[src/rtl/contador_16bits.sv]
// 16-bit up/down/step-3/load counter built from four 4-bit slices with per-slice carry/borrow flags.
// Define CONTADOR_SATURATE_EN to clamp at 16'hFFFF/16'h0000 instead of wrapping.
module contador_16bits (
  input  logic        clk,
  input  logic        reset,
  input  logic        enb,
  input  logic [15:0] D,
  input  logic [1:0]  modo,
  output logic [15:0] Q,
  output logic [3:0]  RCO
);

  localparam logic [1:0] MODO_UP   = 2'b00;
  localparam logic [1:0] MODO_DOWN = 2'b01;
  localparam logic [1:0] MODO_DN3  = 2'b10;
  localparam logic [1:0] MODO_LOAD = 2'b11;

  logic [15:0] q_q, q_d;
  logic [3:0]  rco_q, rco_d;

  logic [3:0]  op_lo;
  logic [3:0]  op_hi;
  logic [4:0]  carry;
  logic [15:0] sum;
  logic [3:0]  wrap;

`ifdef CONTADOR_SATURATE_EN
  function automatic logic [15:0] sat_bound(input logic [1:0] m);
    return (m == MODO_UP) ? 16'hFFFF : 16'h0000;
  endfunction
`endif

  // Subtraction is done as addition of the two's complement: -1 = +FFFF, -3 = +FFFD.
  always_comb begin
    op_lo    = 4'h0;
    op_hi    = 4'h0;
    carry[0] = 1'b1;
    case (modo)
      MODO_DOWN: begin
        op_lo    = 4'hF;
        op_hi    = 4'hF;
        carry[0] = 1'b0;
      end
      MODO_DN3: begin
        op_lo    = 4'hD;
        op_hi    = 4'hF;
        carry[0] = 1'b0;
      end
      default: ;
    endcase
  end

  for (genvar i = 0; i < 4; i++) begin : g_slice
    logic [3:0] op_nib;
    assign op_nib = (i == 0) ? op_lo : op_hi;
    assign {carry[i+1], sum[4*i+3:4*i]} =
      {1'b0, q_q[4*i+3:4*i]} + {1'b0, op_nib} + {4'b0000, carry[i]};
    // A borrow out of a slice is the absence of carry in the complemented add.
    assign wrap[i] = (modo == MODO_UP) ? carry[i+1] : ~carry[i+1];
  end

  always_comb begin
    q_d   = q_q;
    rco_d = 4'b0000;
    if (enb) begin
      if (modo == MODO_LOAD) begin
        q_d = D;
      end else begin
        q_d   = sum;
        rco_d = wrap;
`ifdef CONTADOR_SATURATE_EN
        if (wrap[3]) begin
          q_d   = sat_bound(modo);
          rco_d = 4'b1000;
        end
`endif
      end
    end
  end

  always_ff @(posedge clk or posedge reset) begin
    if (reset) begin
      q_q   <= 16'h0000;
      rco_q <= 4'b0000;
    end else begin
      q_q   <= q_d;
      rco_q <= rco_d;
    end
  end

  assign Q   = q_q;
  assign RCO = rco_q;

endmodule

[config.mk]
export PLATFORM = sky130hd
export DESIGN_NAME = contador_16bits
export DESIGN_NICKNAME = d
export VERILOG_FILES = /design/src/rtl/contador_16bits.sv
export SDC_FILE = /design/constraint.sdc
export NUM_CORES = 1
export LEC_CHECK = 0
export BUFFER_PORTS_ARGS = -buffer_cell sky130_fd_sc_hd__clkbuf_2
export CORE_MARGIN = 4
export CORE_UTILIZATION = 50
export DETAILED_ROUTE_END_ITERATION = 8
export PLACE_DENSITY = 0.85
export SYNTH_ARGS = -nofsm -noshare
export SYNTH_HDL_FRONTEND = slang
export SYNTH_SLANG_ARGS = --single-unit
[constraint.sdc]
create_clock -name clk -period 5.3 [get_ports clk]
set_input_delay 0.53 -clock clk [delete_from_list [all_inputs] [get_ports clk]]
set_output_delay 0.53 -clock clk [all_outputs]
set_load 0.01 [all_outputs]
==> run metrics, run 1 <==
vias 1,269; fin cells 240; Crit Path Class primary input to flip-flop; Clock Pin Slew Worst Setup and Hold Paths between 100 and 150 ps; post-synthesis sequential area ratio 33.3%; Fmax achieved 200 MHz; outcome completed; area grow syn2layout 19.9%; Final Hold Fails 0; WL per Instance 13.5 um; Setup crit end Q[14]$_DFFE_PP0P_; Worst Setup End Kind flip-flop; r2r setup slk between 600 and 700 ps; initial DRC count between 40 and 50; capturing point of the worst reg2reg path Q[14]$_DFFE_PP0P_; Cell variety after synth 25; Least-Margin Pin Slew 1160 ps; grt ovf 0; Final Cell Area ~1800 um2; critical path launch point modo[0]; Yosys reg bits 20; clk_skew between 10 and 15 ps; cell area power density 540 nW/um2; vias in the first global route between 1,000 and 1,500; nets 255; initial core utilization 53.6%; critical-path maximum fanout 4; Global Route Usage Sum 17.2%; core area 2810 um2; Longest Clk Path Bufs 2; cell taking the most area after synthesis dfrtp_1; Yosys Warn Count 0; Tmin final 4990 ps; crit path DAT ~5200 ps; share of cells above drive strength 1 27.8%; htree depth 1; Post-Syn Area 1500 um2; register area 500 um2; drt pass-1 iters 4; CTS Root Cell clkbuf_4; die area 3950 um2; first-pass GRT wire length 5440 um; fin crit share 94.2%; fin. max-slew vios 0; Post-Route WL 3250 um; CP startpoint kind primary input; CTS Hold Bufs 0; Post-synth EDFFs 0; ANT nets after route 0; post-synthesis cell count 165; Placer Congestion 0.796; Die Wd about 63 um; pin count of the biggest net entering global routing 35; overall power 0.973 mW; top_reg_cell synth dfrtp_1; clk_lat worst skew 310 ps; TritonCTS buffer count 3; DRC viols 0; RR Startpoint Q[0]$_DFFE_PP0P_; Multi-input gate area 921 um2; most frequent cell after synthesis a21oi_1; vias per cell 5.29; FFs w/ async S/R, synth 100%; Syn Nets 210; P_leak about 0.95 nW; Synth top cells by count a21oi_1, nor2_1, dfrtp_1; Clock Sinks 20; Hold WC Path Type primary input to async pin; fill count ~240; unrepaired setup endpoints after global routing false; max_slew headroom 22.7%; top cell type's share of synthesized area 33.3%; Avg Cell Area, Syn 9.11 um2; antenna cells 0; Cells after DPL approximately 240; input/output buffers 40; post-DP HPWL between 2000 and 2500 um; CTS tree yes; Die Y-Extent ~63 um; initial antenna violation count 0; Worst EP required 5480 ps; Area contributors post-synth dfrtp_1, ha_1, fa_1; I/O Pins 41; max_cap viols 0; Worst R2R Path Depth 21; Post-DP Area 1760 um2; VDD IR max 290 uV; row count 19; final setup violating endpoints 0
## power breakdown
part	switching (mW)	internal, mW	leakage (nW)
clock network	0.0497	0.0420	0.0210
logic	0.315	0.290	0.693
registers	0.0577	0.218	0.237
## worst min path at each step
stage               slack, ps        startpoint                to
floorplan                 490             reset  Q[0]$_DFFE_PP0P_
global placement          520  Q[3]$_DFFE_PP0P_  Q[3]$_DFFE_PP0P_
detailed placement        550  Q[3]$_DFFE_PP0P_  Q[3]$_DFFE_PP0P_
CTS                       350             reset  RCO[0]$_DFF_PP0_
global route              380             reset  RCO[3]$_DFF_PP0_
finish                    320             reset  RCO[0]$_DFF_PP0_
## metrics by stage
stage	setup slack, ps	utilization [%]	setup TNS [ps]	hold slack (ps)
2_1_floorplan	35.6	-	0	494
3_3_place_gp	31.2	62.7	0	520
3_5_place_dp	-139	62.7	-214	547
4_1_cts	176	64.0	0	348
5_1_grt	3.77	64.2	0	381
6_report	307	64.2	0	321
## layout make-up
class                   instances  area share (%)
inverters                      14            2.92
well taps                      31            2.15
multi-input cells             124            51.1
clock buffers                   4            2.01
flip-flops and latches         20            27.8
repair buffers                 47            14.0
## repair_timing
action,in CTS,in global routing
buffers inserted,0,0
gates resized for setup,0,2
setup endpoints to repair,0,2
## critical path, cell delays in order
cell and delay (ps):
clkbuf_2 100, inv_1 50, ha_1 340, inv_2 80, ha_1 150, or2_1 120, fa_1 220, a21o_1 160
a21oi_2 80, fa_1 400, fa_1 410, inv_1 70, a21o_1 120, a21oi_2 70, fa_1 400, fa_2 370
inv_1 60, a21o_1 100, a21oi_1 90, fa_1 400, fa_1 420, xor2_1 160, nor2_1 50, a21oi_1 150
a21oi_1 80
## cells by family after synthesis
kind of cell	synth area share, %
mux	4.08
xor+xnor	2.91
fa+ha+maj	23.5
compound gates	17.6
buf+inv	5.83
flops	33.3
simple gates	12.8
## flip-flops by register name, summed over array words and instances, names as in the netlist
signal / count
Q: 16
RCO: 4
## per-layer routing
metal	global-route usage, %	part of all wire [%]	vias up
li1	-	-	650
met1	22.0	45	581
met2	28.9	49	32
met3	3.78	5.3	6
met4	5.23	1.0	0
met5	0	0	-
## placed cells by master (no fill, tap or decap), types with 5 or more instances in the layout
cell | netlist | routed
clkbuf_2 | 0 | 40
a21oi_1 | 27 | 26
nor2_1 | 22 | 22
dfrtp_1 | 20 | 20
ha_1 | 17 | 17
inv_1 | 13 | 12
nand2_1 | 11 | 11
buf_4 | 0 | 7
fa_1 | 7 | 6
mux2i_1 | 5 | 5
o21ai_1 | 5 | 5
(Power assumes the default switching activity.)
==> run 2, diff against run 1 <==
CORE_UTILIZATION = 47   (was 50)
PLACE_DENSITY = 0.84   (was 0.85)
clock period = 4.2 ns   (was 5.3 ns; I/O delays follow)
==> run metrics, run 2 (synthesis results as in run 1) <==
vias in the first global route 1,377; commonest non-fill, non-tap cell in the layout clkbuf_2; max_slew headroom 20.1%; Placer Congestion 0.825; vias 1,399; pin count of the biggest net entering global routing 35; Die Y-Extent 64.5 um; DP Worst Slack -675 ps; grt ovf 0; critical-path maximum fanout 3; fill count 259; initial core utilization 49.2%; DRC viols 0; VDD IR max 277 uV; Worst EP required 4450 ps; Tmin final 4480 ps; die area roughly 4200 um2; Finished Core Util 68.2%; nets 272; post-DP HPWL approximately 2600 um; first-pass GRT wire length about 5900 um; Post-DP Area 1880 um2; Fmax achieved 223 MHz; Longest Clk Path Bufs 2; crit path DAT 4720 ps; input/output buffers 40; CTS Root Cell clkbuf_4; row count 20; Clock Sinks 20; clk_lat worst skew 320 ps; fin cells 270; leading cell types in the layout, fill and taps excluded clkbuf_2, a21oi_1, buf_4; vias per cell a little over 5; Worst Setup End Kind flip-flop; M2 GR Usage 32.0%; area grow syn2layout 38.5%; Hold WC Path Type primary input to async pin; outcome complete, but fails checks; gr busiest metal met2; WL per Instance 13.8 um; Worst Setup Slack, final -276 ps; Clock Pin Slew Worst Setup and Hold Paths between 100 and 150 ps; WHS between 200 and 250 ps; ANT nets after route 0; Crit Path Class primary input to flip-flop; Final Cell Area approximately 2100 um2; violated checks negative setup slack; initial DRC count 82; fin. max-slew vios 0; TritonCTS buffer count 3; CP startpoint kind primary input; clk_skew around 4.5 ps; M1 GR Usage 21.8%; Global Route Usage Sum 18.3%; overall power 1.41 mW; core area 3050 um2; share of cells above drive strength 1 41.2%; CTS Hold Bufs 0; fin crit share 107%; Least-Margin Pin Slew 1200 ps; setup TNS -682 ps; max_cap viols 0; final setup violating endpoints 4; drt pass-1 iters 4; Cells after DPL roughly 250; unrepaired setup endpoints after global routing true; htree depth 1; P_leak 1.05 nW; initial antenna violation count 0; CTS tree yes; max reg flops 16; Die Wd 64.5 um; antenna cells 0; cell area power density 676 nW/um2; Final Hold Fails 0; I/O Pins 41; met3 GRT Util 3.64%; Post-Route WL approximately 3700 um
-- run 2: area by class of cell --
type,count,area [um2],area share (%)
inverter,14,75.1,3.61
clock buffer,4,36.3,1.74
multi-input combinational,124,993,47.7
sequential,20,500,24.1
timing repair buffer,64,420,20.2
tap,44,55.1,2.65
-- run 2: path summary, 6_finish.rpt --
check / cells past startpoint / slack, ps / start / endpoint
max in group asynchronous: 2 / 3490 / reset / RCO[0]$_DFF_PP0_
hold / removal: 2 / 210 / reset / RCO[1]$_DFF_PP0_
min in group clk: 3 / 330 / D[15] / Q[15]$_DFFE_PP0P_
setup reg to reg: 21 / -220 / Q[0]$_DFFE_PP0P_ / RCO[3]$_DFF_PP0_
setup / recovery: 25 / -280 / modo[0] / RCO[3]$_DFF_PP0_
hold reg to reg: 2 / 550 / Q[3]$_DFFE_PP0P_ / Q[3]$_DFFE_PP0P_
-- run 2: timing repair --
item                       4_1_cts  5_1_grt
pin swaps                        3       12
gates resized for setup          8        6
setup buffers                    7        6
cloned                           0        0
setup endpoints to repair        5        5
-- run 2: critical path, cell delays in order --
cell and delay, ps:
clkbuf_16 110, inv_8 30, ha_4 310, inv_8 40
ha_4 140, or2_4 230, fa_2 360, a21o_1 190
a21oi_4 160, fa_2 230, fa_2 210, inv_2 30
a21o_1 180, a21oi_2 170, fa_2 230, fa_2 210
inv_2 30, a21o_1 180, a21oi_2 180, fa_2 250
fa_2 220, inv_2 40, a21o_1 190, a21oi_2 160
mux2i_1 210
-- run 2: per-layer routing --
| metal | vias up | routed length [um] |
|---|---|---|
| li1 | 685 | - |
| met1 | 669 | 1560 |
| met2 | 37 | 1900 |
| met3 | 8 | 193 |
| met4 | 0 | 71 |
| met5 | - | 0 |
-- run 2: where the power goes --
| group | switching (mW) | leakage [nW] | internal, mW |
|---|---|---|---|
| clock network | 0.0673 | 0.0210 | 0.0531 |
| registers | 0.0753 | 0.237 | 0.275 |
| logic | 0.457 | 0.791 | 0.479 |
